`src/rtl/serial_add_sub.sv`:
```
// rtl/serial_add_sub.sv - digit-serial two's-complement adder/subtractor
//
// Processes DIGIT bits per cycle through a DIGIT-bit full-adder chain,
// keeping the inter-digit carry in a flip-flop. N = WIDTH/DIGIT digit cycles.
//
// Ports:
//   clk    rising-edge clock
//   rst    synchronous active-high reset
//   start  request, accepted only in IDLE or DONE
//   sub    0: a+b, 1: a-b (sampled with start)
//   a, b   operands (sampled with start)
//   busy   high while digits are being processed
//   done   one-cycle pulse, result valid
//   s      registered result, held until the next completion
//   cout   carry out of the MSB (subtract: 1 = no borrow)
//   ovf    signed overflow of the operation
module serial_add_sub #(
    parameter int WIDTH = 8,
    parameter int DIGIT = 1
) (
    input  logic             clk,
    input  logic             rst,
    input  logic             start,
    input  logic             sub,
    input  logic [WIDTH-1:0] a,
    input  logic [WIDTH-1:0] b,
    output logic             busy,
    output logic             done,
    output logic [WIDTH-1:0] s,
    output logic             cout,
    output logic             ovf
);

    localparam int N  = WIDTH / DIGIT;
    localparam int CW = (N > 1) ? $clog2(N) : 1;

    typedef enum logic [1:0] {
        ST_IDLE,
        ST_RUN,
        ST_DONE
    } state_t;

    state_t state;
    state_t state_next;

    logic [WIDTH-1:0] a_reg;
    logic [WIDTH-1:0] b_reg;
    logic [WIDTH-1:0] acc;
    logic             carry;
    logic [CW-1:0]    cnt;
    logic             a_msb;
    logic             b_msb;

    logic             accept;
    logic             last_digit;
    logic [DIGIT-1:0] dsum;
    logic             dcarry;
    logic [WIDTH-1:0] acc_next;
    logic [WIDTH+DIGIT-1:0] acc_cat;

    assign last_digit = (cnt == CW'(N - 1));
    assign busy       = (state == ST_RUN);
    assign done       = (state == ST_DONE);

    // Ripple chain over the low digit of the shifting operand registers.
    always_comb begin : ripple
        logic c;
        c    = carry;
        dsum = '0;
        for (int i = 0; i < DIGIT; i++) begin
            dsum[i] = a_reg[i] ^ b_reg[i] ^ c;
            c       = (a_reg[i] & b_reg[i]) | (c & (a_reg[i] ^ b_reg[i]));
        end
        dcarry = c;
    end

    // New digit enters from the top so after N digits the LSB digit sits at bit 0.
    assign acc_cat  = {dsum, acc};
    assign acc_next = acc_cat[WIDTH+DIGIT-1:DIGIT];

    always_ff @(posedge clk) begin
        if (rst) begin
            state <= ST_IDLE;
        end else begin
            state <= state_next;
        end
    end

    always_comb begin
        state_next = state;
        accept     = 1'b0;
        case (state)
            ST_IDLE: begin
                if (start) begin
                    accept     = 1'b1;
                    state_next = ST_RUN;
                end
            end
            ST_RUN: begin
                if (last_digit) begin
                    state_next = ST_DONE;
                end
            end
            ST_DONE: begin
                if (start) begin
                    accept     = 1'b1;
                    state_next = ST_RUN;
                end else begin
                    state_next = ST_IDLE;
                end
            end
            default: state_next = ST_IDLE;
        endcase
    end

    always_ff @(posedge clk) begin
        if (rst) begin
            a_reg <= '0;
            b_reg <= '0;
            acc   <= '0;
            carry <= 1'b0;
            cnt   <= '0;
            a_msb <= 1'b0;
            b_msb <= 1'b0;
            s     <= '0;
            cout  <= 1'b0;
            ovf   <= 1'b0;
        end else if (accept) begin
            // Subtraction as a + ~b + 1: the +1 rides in as the initial carry.
            a_reg <= a;
            b_reg <= sub ? ~b : b;
            carry <= sub;
            cnt   <= '0;
            a_msb <= a[WIDTH-1];
            b_msb <= sub ? ~b[WIDTH-1] : b[WIDTH-1];
        end else if (state == ST_RUN) begin
            acc   <= acc_next;
            a_reg <= a_reg >> DIGIT;
            b_reg <= b_reg >> DIGIT;
            carry <= dcarry;
            cnt   <= cnt + CW'(1);
            if (last_digit) begin
                s    <= acc_next;
                cout <= dcarry;
                ovf  <= (a_msb == b_msb) && (acc_next[WIDTH-1] != a_msb);
            end
        end
    end

endmodule
```
`config.mk`:
```
export PLATFORM = sky130hd
export DESIGN_NAME = serial_add_sub
export DESIGN_NICKNAME = d
export VERILOG_FILES = /design/src/rtl/serial_add_sub.sv
export SDC_FILE = /design/constraint.sdc
export NUM_CORES = 1
export LEC_CHECK = 0
export BUFFER_PORTS_ARGS = -buffer_cell sky130_fd_sc_hd__buf_2
export CAP_MARGIN = 20
export CORE_UTILIZATION = 50
export DETAILED_ROUTE_END_ITERATION = 6
export GPL_TIMING_DRIVEN = 0
export HOLD_SLACK_MARGIN = 0.05
export MAX_ROUTING_LAYER = met4
export PLACE_DENSITY = 0.77
export SYNTH_ARGS = -nofsm -noshare
export SYNTH_HDL_FRONTEND = slang
export SYNTH_SLANG_ARGS = --single-unit
```
`constraint.sdc`:
```
create_clock -name clk -period 1.9 [get_ports clk]
set_clock_uncertainty 0.05 [all_clocks]
set_input_delay 0.19 -clock clk [delete_from_list [all_inputs] [get_ports clk]]
set_output_delay 0.19 -clock clk [all_outputs]
set_load 0.05 [all_outputs]
```
==> qor.json, run 1 <==
{
  "run_status": {
    "status": "finished, final reports clean"
  },
  "timing": {
    "timing.final.hold_violations": 0,
    "transition_time_at_the_pin_with_the_least_slew_margin_ps": 452,
    "setup_repair_after_global_routing_missed_its_margin": "false",
    "final-setup-viol-count": 0,
    "final.period_utilization": 0.901,
    "report.final.slew_viol_count": 0,
    "maximum_clock_frequency_mhz": 584,
    "relSlewSlack": 0.699,
    "tns_ps": 0,
    "final_period_minus_worst_setup_slack_ps": 1710
  },
  "cells_and_area": {
    "post_route_cells_drive_above_1_share": 0.218,
    "footprint_of_the_flip_flops_and_latches_um2": 821,
    "number_of_inserted_diodes": 0,
    "instances_no_fill": 273,
    "fillCellCount": 291,
    "multiInputGateArea_um2": 741,
    "syn2layout_area_growth_pct": 15.8,
    "design.final.nets": 252
  },
  "cts": {
    "tritoncts": "yes",
    "number_of_cts_inserted_buffers": 5,
    "clockRootBuffer": "sky130_fd_sc_hd__clkbuf_4",
    "clk_pin_slew_worst_paths_ps": 110,
    "htreeDepth": 2,
    "clock_tree.buffer_depth": 2,
    "cts_num_sinks": 41,
    "worstSkewPairLatency_ps": 350
  },
  "setup_path": {
    "regToRegSetupSlack_ps": 310,
    "timing.rr.start": "a_reg[0]",
    "worst-setup-path-type": "reg -> out",
    "reg2reg_to": "ovf",
    "timing.critical_path.required_ps": 1660,
    "worstRegToRegCells": 4,
    "worstPathMaxFanout": 10,
    "worstSetupStartpoint": "state[0]",
    "kind_of_start_point_of_the_critical_path": "flop",
    "timing.critical_path.to_type": "output pin",
    "timing.critical_path.arrival_ps": 1470
  },
  "detailed_routing": {
    "met2WireLength_um": 1530,
    "routed_wl_um": 3350,
    "ant_nets": 0,
    "routed-via-count": 1440,
    "route.detailed.wl_per_inst_um": 12.3,
    "highest_layer": "met4",
    "detailedRoute.firstPassIterationCount": 4,
    "detail_route.drc_violations": 0,
    "initialDrtViolationCount": 107,
    "routedLengthMet1_um": 1580,
    "routed_via_density": 5.27,
    "detailroute.wirelength.met3_um": 163
  },
  "logic_synthesis": {
    "ys.warnings.count": 0,
    "synth.yosys.seq_area_share": 0.483,
    "synth-edff-count": 0,
    "mapped_cells": 192,
    "syn_area_per_cell_um2": 8.86,
    "ys.flop_type": "sky130_fd_sc_hd__dfxtp_1",
    "number_of_synthesized_register_bits": 41,
    "syn-num-nets": 215,
    "netlist-cell-type-count": 25,
    "synthesized_cell_area_um2": 1700,
    "async_reset_ff_frac": 0
  },
  "min_path": {
    "hold_path_startpoint": "a[0]",
    "min-delay-path-class": "in -> reg",
    "min_delay_path_depth": 3,
    "worstHoldEndpoint": "a_reg[0]"
  },
  "die": {
    "effective_utilization_at_floorplan": 0.544,
    "full_die_area_um2": 3640,
    "chipHeight_um": 60.3,
    "floorplan.rows": 20,
    "floorplan.core_area_um2": 3130,
    "ios": 32,
    "floorplan.die.width_um": 60.3
  },
  "job": {
    "cap_violations": 0
  },
  "pwr": {
    "p_seq_frac": 0.569,
    "totalPowerFinal_uw": 1640,
    "sw_frac_of_total": 0.271,
    "ir_drop_mv": 0.530,
    "switching_power_uw": 445,
    "combPwrFrac": 0.156,
    "p_int_uw": 1190,
    "power.density_nw_per_um2": 832,
    "power_frac_clock": 0.275,
    "static-leakage-power_uw": 0.000804
  },
  "place": {
    "port_buffers": 29,
    "routabilityCongestion": 0.733,
    "post-place-cells": 265,
    "detailed_placer_s_ending_hpwl_um": 2320
  },
  "global_route": {
    "grt_pass1_vias": 1252,
    "overall_overflow_remaining_after_global_route": 0,
    "grt_use_total": 0.218,
    "grt_max_degree": 13,
    "grt_first_pass_wirelength_um": 5610,
    "antenna_found_initial": 0
  }
}
[Yosys cell counts, types with 2 or more instances]
library cell,count,area [um2]
sky130_fd_sc_hd__mux2i_1,3,30.0
sky130_fd_sc_hd__buf_4,2,15.0
sky130_fd_sc_hd__nor2_1,4,15.0
sky130_fd_sc_hd__o22ai_1,14,87.6
sky130_fd_sc_hd__nand2_1,26,97.6
sky130_fd_sc_hd__clkbuf_1,5,18.8
sky130_fd_sc_hd__ha_1,2,25.0
sky130_fd_sc_hd__nand2b_1,2,12.5
sky130_fd_sc_hd__buf_2,6,30.0
sky130_fd_sc_hd__xor2_1,8,70.1
sky130_fd_sc_hd__dfxtp_1,41,821
sky130_fd_sc_hd__buf_8,2,30.0
sky130_fd_sc_hd__and2b_1,2,15.0
sky130_fd_sc_hd__a21oi_1,21,105
sky130_fd_sc_hd__nand3_1,11,55.1
sky130_fd_sc_hd__buf_6,3,33.8
sky130_fd_sc_hd__nor3_1,32,160
[worst max path at each step]
| stage | end | slack [ps] | depth (start not counted) |
|---|---|---|---|
| final | busy | 190 | 5 |
| after global routing | busy | 70 | 5 |
| after CTS | busy | 180 | 5 |
| after detailed placement | ovf | 320 | 4 |
| after global placement | ovf | 320 | 4 |
| after floorplan | ovf | 400 | 4 |
[cell type report]
class                           count  area share
Buffer                             18      0.0648
Clock buffer                        6      0.0260
Clock inverter                      1     0.00381
Inverter                            1     0.00572
Multi-Input combinational cell    132       0.376
Sequential cell                    41       0.417
Tap cell                           44      0.0280
Timing Repair Buffer               30      0.0788
[metal layers]
layer / up-vias / track usage
met5: - / -
met4: 0 / 0.110
met3: 8 / 0.0455
met2: 47 / 0.339
met1: 642 / 0.266
li1: 743 / -
[worst max-delay path, cell delays in order, from the launching register on]
cell	delay [ps]
sky130_fd_sc_hd__dfxtp_1	400
sky130_fd_sc_hd__nand2b_1	90
sky130_fd_sc_hd__buf_6	150
sky130_fd_sc_hd__inv_8	90
sky130_fd_sc_hd__buf_8	130
sky130_fd_sc_hd__buf_2	260
[through the flow]
| step | hold slack, ps | cell area, um2 | util | setup slack, ps |
|---|---|---|---|---|
| floorplan | 299 | 1700 | - | 403 |
| global placement | 391 | 1900 | 0.608 | 325 |
| detailed placement | 396 | 1900 | 0.608 | 320 |
| CTS | 65.2 | 1970 | 0.630 | 184 |
| global route | 85.4 | 1970 | 0.630 | 65.2 |
| finish | 68.2 | 1970 | 0.630 | 189 |
[cell families (layout without fill, tap and decap cells)]
| logic type | Yosys count | after routing | share of synthesized area |
|---|---|---|---|
| AO/OA/AOI/OAI | 38 | 38 | 0.127 |
| XOR/XNOR | 9 | 9 | 0.0464 |
| adder cells (fa/ha/maj) | 3 | 3 | 0.0265 |
| buffers and inverters | 19 | 56 | 0.0817 |
| flip-flops | 41 | 41 | 0.483 |
| multiplexers | 3 | 3 | 0.0177 |
| AND/OR/NAND/NOR | 79 | 79 | 0.219 |
[power groups by stage]
stage | clock network [uW] | logic [uW] | registers, uW
3_3_place_gp | 0 | 250 | 950
5_1_grt | 506 | 283 | 939
3_5_place_dp | 0 | 254 | 951
2_1_floorplan | 0 | 195 | 945
4_1_cts | 461 | 256 | 932
6_report | 450 | 256 | 932
[placed cells by master (no fill, tap or decap), types with 2 or more instances in the layout]
| cell | count |
|---|---|
| sky130_fd_sc_hd__a21oi_1 | 21 |
| sky130_fd_sc_hd__and2b_1 | 2 |
| sky130_fd_sc_hd__buf_2 | 35 |
| sky130_fd_sc_hd__buf_4 | 2 |
| sky130_fd_sc_hd__buf_6 | 3 |
| sky130_fd_sc_hd__buf_8 | 2 |
| sky130_fd_sc_hd__clkbuf_1 | 5 |
| sky130_fd_sc_hd__clkbuf_4 | 5 |
| sky130_fd_sc_hd__dfxtp_1 | 41 |
| sky130_fd_sc_hd__ha_1 | 2 |
| sky130_fd_sc_hd__mux2i_1 | 3 |
| sky130_fd_sc_hd__nand2_1 | 26 |
| sky130_fd_sc_hd__nand2b_1 | 2 |
| sky130_fd_sc_hd__nand3_1 | 11 |
| sky130_fd_sc_hd__nor2_1 | 4 |
| sky130_fd_sc_hd__nor3_1 | 32 |
| sky130_fd_sc_hd__o22ai_1 | 14 |
| sky130_fd_sc_hd__xor2_1 | 8 |
[timing repair]
| action | CTS | global route |
|---|---|---|
| buffers inserted | 0 | 0 |
| resized for setup | 0 | 0 |
| hold buffers | 1 | 0 |
| hold endpoints to repair | 1 | 0 |
(Power assumes the default switching activity.)
==> inputs of run 2 (changes only) <==
==> constraint.sdc (replaced) <==
create_clock -name clk -period 1.6 [get_ports clk]
set_clock_uncertainty 0.05 [all_clocks]
set_input_delay 0.16 -clock clk [delete_from_list [all_inputs] [get_ports clk]]
set_output_delay 0.16 -clock clk [all_outputs]
set_load 0.05 [all_outputs]
==> run 2 against run 1 <==
Against the previous run:
- via count down 1.3%
- hold slack worse by 14 ps
- global-route usage about the same
==> qor.json, run 2 (synthesized netlist as in run 1, its figures left out) <==
{
  "run_status": {
    "status": "finished, final reports clean"
  },
  "cts": {
    "worstSkewPairLatency_ps": 350,
    "tritoncts": "yes",
    "htreeDepth": 2,
    "clockRootBuffer": "sky130_fd_sc_hd__clkbuf_4",
    "clk_pin_slew_worst_paths_ps": 110,
    "number_of_cts_inserted_buffers": 5,
    "clock_tree.buffer_depth": 2,
    "cts_num_sinks": 41
  },
  "pwr": {
    "power.density_nw_per_um2": 978,
    "ir_drop_mv": 0.644,
    "static-leakage-power_uw": 0.000814
  },
  "cells_and_area": {
    "post_route_cells_drive_above_1_share": 0.238,
    "non_filler_cell_area_final_um2": 2010,
    "finalCoreUtilization": 0.641,
    "syn2layout_area_growth_pct": 18.0,
    "final_cell_mix": "sky130_fd_sc_hd__dfxtp_1, sky130_fd_sc_hd__buf_2, sky130_fd_sc_hd__nor3_1, sky130_fd_sc_hd__nand2_1, sky130_fd_sc_hd__a21oi_1",
    "number_of_inserted_diodes": 0,
    "fillCellCount": 297,
    "design.final.nets": 254,
    "layout_commonest_cell": "sky130_fd_sc_hd__dfxtp_1"
  },
  "detailed_routing": {
    "routed_wl_um": 3350,
    "initialDrtViolationCount": 124,
    "routed-via-count": 1422,
    "detailedRoute.firstPassIterationCount": 4,
    "ant_nets": 0,
    "routed_via_density": 5.17,
    "detail_route.drc_violations": 0,
    "route.detailed.wl_per_inst_um": 12.2
  },
  "setup_path": {
    "timing.critical_path.required_ps": 1790,
    "kind_of_start_point_of_the_critical_path": "flop",
    "timing.critical_path.arrival_ps": 1690,
    "worst-setup-path-type": "reg -> reg",
    "worstPathMaxFanout": 10,
    "timing.critical_path.to_type": "flop"
  },
  "place": {
    "dpl_worst_slack_ps": 20.4,
    "routabilityCongestion": 0.733,
    "detailed_placer_s_ending_hpwl_um": 2320,
    "postPlaceCellArea_um2": 1900,
    "port_buffers": 29
  },
  "die": {
    "ios": 32,
    "chipHeight_um": 60.3,
    "floorplan.rows": 20,
    "floorplan.core_area_um2": 3130,
    "full_die_area_um2": 3640,
    "floorplan.die.width_um": 60.3,
    "effective_utilization_at_floorplan": 0.544
  },
  "global_route": {
    "grt_use_total": 0.218,
    "grt_first_pass_wirelength_um": 5600,
    "grt_pass1_vias": 1248,
    "antenna_found_initial": 0,
    "grt_max_degree": 13,
    "overall_overflow_remaining_after_global_route": 0
  },
  "timing": {
    "tns_ps": 0,
    "transition_time_at_the_pin_with_the_least_slew_margin_ps": 451,
    "final-setup-viol-count": 0,
    "post-route-worst-setup-slack_ps": 103,
    "report.final.slew_viol_count": 0,
    "maximum_clock_frequency_mhz": 668,
    "setup_repair_after_global_routing_missed_its_margin": "false",
    "timing.final.hold_violations": 0,
    "final.period_utilization": 0.936,
    "relSlewSlack": 0.699,
    "final_period_minus_worst_setup_slack_ps": 1500
  },
  "min_path": {
    "min-delay-path-class": "in -> reg"
  },
  "job": {
    "cap_violations": 0
  }
}
run 2: cell types whose count changed in the layout (fill, tap and decap cells not counted), sizes merged:
| cell | before | now |
|---|---|---|
| dlygate4sd3 | 1 | 3 |
run 2: per-stage QoR:
stage | power, uW | hold slack (ps) | instances
5_1_grt | 2070 | 55.4 | 275
2_1_floorplan | 1350 | 269 | 192
3_5_place_dp | 1430 | 396 | 265
6_report | 1960 | 54.5 | 275
3_3_place_gp | 1430 | 391 | 265
4_1_cts | 1970 | 50.2 | 275
run 2: final cells by class:
cell class,count,area (um2),share of cell area
Sequential cell,41,825,0.411
Multi-Input combinational cell,132,748,0.373
Timing Repair Buffer,33,193,0.0961
Buffer,17,115,0.0574
Tap cell,44,55.1,0.0274
Clock buffer,6,51.3,0.0256
Inverter,1,11.3,0.00561
Clock inverter,1,7.51,0.00374
run 2: path summary, 6_finish.rpt:
| kind | startpoint | cells after the start | end | slack (ps) |
|---|---|---|---|---|
| setup / recovery | cnt[0] | 6 | s[7] | 100 |
| hold / removal | a[2] | 3 | a_reg[2] | 50 |
| setup reg to reg | cnt[0] | 6 | s[7] | 100 |
| hold reg to reg | s[1] | 2 | s[1] | 410 |
run 2: power by group:
part | internal, uW | switching, uW | total, uW
logic | 148 | 172 | 320
clock network | 206 | 329 | 535
registers | 1080 | 32.1 | 1110
run 2: critical path, cell delays in order (launching register included):
cell and delay [ps]:
sky130_fd_sc_hd__dfxtp_1 350, sky130_fd_sc_hd__ha_1 210, sky130_fd_sc_hd__ha_1 190, sky130_fd_sc_hd__nand3b_1 150
sky130_fd_sc_hd__buf_4 200, sky130_fd_sc_hd__mux2i_1 190, sky130_fd_sc_hd__nor2_1 50
run 2: layer usage:
| metal | GRT usage | routed length, um |
|---|---|---|
| met5 | - | 0 |
| met1 | 0.264 | 1600 |
| met4 | 0.110 | 72 |
| met3 | 0.0455 | 140 |
| met2 | 0.339 | 1530 |
run 2: what timing repair did:
item                       4_1_cts  5_1_grt
buffers inserted                 0        1
gates resized for setup          3        7
hold buffers                     3        0
setup endpoints to repair        1        3
pin swaps                        0        2
hold endpoints to repair         4        0
==> inputs of run 3 (changes only) <==
--- a/config.mk
+++ b/config.mk
@@ -7,12 +7,13 @@
 export LEC_CHECK = 0
 export BUFFER_PORTS_ARGS = -buffer_cell sky130_fd_sc_hd__buf_2
 export CAP_MARGIN = 20
-export CORE_UTILIZATION = 50
+export CORE_UTILIZATION = 30
 export DETAILED_ROUTE_END_ITERATION = 6
+export GPL_ROUTABILITY_DRIVEN = 0
 export GPL_TIMING_DRIVEN = 0
 export HOLD_SLACK_MARGIN = 0.05
 export MAX_ROUTING_LAYER = met4
-export PLACE_DENSITY = 0.77
+export PLACE_DENSITY = 0.52
 export SYNTH_ARGS = -nofsm -noshare
 export SYNTH_HDL_FRONTEND = slang
 export SYNTH_SLANG_ARGS = --single-unit
==> run 3 against run 2 <==
Against the previous run:
- total power grew 18%
- sequential power hardly changed
- die area up 64%
- wire length rose by 15%
- design area is 3.9% higher
- global-route usage down 7.4 points
- worst setup slack worse by 31 ps
- critical path depth is 1 lower
- cell count increased by 9.8%
- critical path type is now reg -> out
- largest cell class unchanged
- largest power group unchanged
==> qor.json, run 3 (synthesized netlist as in run 1, its figures left out) <==
{
  "run_status": {
    "status": "finished, final reports clean"
  },
  "timing": {
    "maximum_clock_frequency_mhz": 654,
    "setup_repair_after_global_routing_missed_its_margin": "false",
    "tns_ps": 0,
    "transition_time_at_the_pin_with_the_least_slew_margin_ps": 582,
    "final.period_utilization": 0.955,
    "relSlewSlack": 0.612,
    "report.final.slew_viol_count": 0,
    "final-setup-viol-count": 0,
    "timing.final.hold_violations": 0,
    "final_period_minus_worst_setup_slack_ps": 1530
  },
  "setup_path": {
    "reg2reg_to": "ovf",
    "timing.rr.start": "carry",
    "timing.critical_path.required_ps": 1390,
    "worstRegToRegCells": 4,
    "regToRegSetupSlack_ps": 90,
    "timing.critical_path.to_type": "output pin",
    "worstPathMaxFanout": 10,
    "timing.critical_path.arrival_ps": 1320,
    "kind_of_start_point_of_the_critical_path": "flop",
    "worst-setup-path-type": "reg -> out"
  },
  "cells_and_area": {
    "number_of_inserted_diodes": 0,
    "instances_no_fill": 302,
    "syn2layout_area_growth_pct": 22.6,
    "layout_commonest_cell": "sky130_fd_sc_hd__dfxtp_1",
    "design.final.nets": 252,
    "post_route_cells_drive_above_1_share": 0.239,
    "non_filler_cell_area_final_um2": 2080,
    "final_cell_mix": "sky130_fd_sc_hd__dfxtp_1, sky130_fd_sc_hd__buf_2, sky130_fd_sc_hd__nor3_1, sky130_fd_sc_hd__nand2_1, sky130_fd_sc_hd__a21oi_1",
    "finalCoreUtilization": 0.381
  },
  "die": {
    "floorplan.die.width_um": 77.3,
    "ios": 32,
    "floorplan.core_area_um2": 5470,
    "chipHeight_um": 77.3,
    "effective_utilization_at_floorplan": 0.311,
    "full_die_area_um2": 5970,
    "floorplan.rows": 27
  },
  "pwr": {
    "static-leakage-power_uw": 0.000836,
    "ir_drop_mv": 0.361,
    "power_frac_clock": 0.379,
    "p_seq_frac": 0.480,
    "switching_power_uw": 578,
    "totalPowerFinal_uw": 2310,
    "combPwrFrac": 0.141,
    "power.density_nw_per_um2": 1110,
    "p_int_uw": 1730,
    "sw_frac_of_total": 0.251
  },
  "cts": {
    "number_of_cts_inserted_buffers": 5,
    "clockRootBuffer": "sky130_fd_sc_hd__clkbuf_8",
    "cts_num_sinks": 41,
    "tritoncts": "yes",
    "clock_tree.buffer_depth": 2,
    "worstSkewPairLatency_ps": 300,
    "htreeDepth": 2,
    "clk_pin_slew_worst_paths_ps": 90
  },
  "global_route": {
    "grt_pass1_vias": 1386,
    "grt_use_total": 0.144,
    "overall_overflow_remaining_after_global_route": 0,
    "grt_first_pass_wirelength_um": 6490,
    "antenna_found_initial": 0,
    "grt_max_degree": 14
  },
  "place": {
    "postPlaceCellArea_um2": 1940,
    "port_buffers": 29,
    "post-place-cells": 293,
    "detailed_placer_s_ending_hpwl_um": 2650
  },
  "job": {
    "cap_violations": 0
  },
  "min_path": {
    "min_delay_path_depth": 3,
    "min-delay-path-class": "in -> reg",
    "hold_path_startpoint": "a[7]",
    "worstHoldEndpoint": "a_msb"
  },
  "detailed_routing": {
    "routed-via-count": 1439,
    "route.detailed.wl_per_inst_um": 12.8,
    "initialDrtViolationCount": 47,
    "routed_via_density": 4.76,
    "detailedRoute.firstPassIterationCount": 4,
    "detail_route.drc_violations": 0,
    "routed_wl_um": 3870,
    "ant_nets": 0
  }
}
## run 3: cell types whose count changed in the layout (fill, tap and decap cells not counted)
cell / delta
sky130_fd_sc_hd__bufinv_16: +1
sky130_fd_sc_hd__clkbuf_4: -4
sky130_fd_sc_hd__dfxtp_1: +2
sky130_fd_sc_hd__buf_8: +1
sky130_fd_sc_hd__dfxtp_2: -2
sky130_fd_sc_hd__buf_4: -1
sky130_fd_sc_hd__clkbuf_8: +5
sky130_fd_sc_hd__dlygate4sd3_1: -3
## run 3: cell type report
cell class	count	area (um2)
fillers	611	3390
plain buffers	18	130
inverters	1	11.3
repair buffers	30	163
clock inverters	2	37.5
multi-input cells	132	748
well taps	72	90.1
clock buffers	6	82.6
flip-flops and latches	41	822
## run 3: power by group through the flow
| stage | Sequential (uW) | Clock, uW | Combinational (uW) |
|---|---|---|---|
| after floorplan | 1120 | 0 | 232 |
| after global placement | 1130 | 0 | 307 |
| after detailed placement | 1130 | 0 | 311 |
| after CTS | 1110 | 897 | 322 |
| after global routing | 1120 | 940 | 360 |
| final | 1110 | 875 | 325 |
## run 3: metrics by stage
step,hold WS (ps),setup slack (ps)
floorplan,269,103
global placement,390,-12.0
detailed placement,393,-54.2
CTS,78.0,4.59
global route,107,2.53
finish,80.8,72.0
## run 3: worst max path at each step
stage / from / to / slack [ps]
2_1_floorplan: a_reg[0] / ovf / 100
3_3_place_gp: a_reg[0] / ovf / -10
3_5_place_dp: a_reg[0] / ovf / -50
4_1_cts: state[0] / busy / 5
5_1_grt: state[1] / busy / 3
6_report: state[1] / busy / 70
## run 3: layer usage
metal | vias up | global-route usage | share of wire
met1 | 657 | 0.182 | 0.50
met3 | 9 | 0.0381 | 0.036
met2 | 33 | 0.210 | 0.44
met5 | - | - | 0
li1 | 740 | - | -
met4 | 0 | 0.0717 | 0.023
## run 3: timing repair
action / CTS / global route
hold buffers: 0 / 0
gates resized for setup: 2 / 5
pin swaps: 1 / 0
setup endpoints to repair: 2 / 2
setup buffers: 1 / 0
## run 3: worst max-delay path, cell delays in order, from the launching register on
cell                       delay [ps]
sky130_fd_sc_hd__dfxtp_1          330
sky130_fd_sc_hd__nand2b_1         160
sky130_fd_sc_hd__buf_6            150
sky130_fd_sc_hd__inv_8             90
sky130_fd_sc_hd__buf_8            140
sky130_fd_sc_hd__buf_8            150
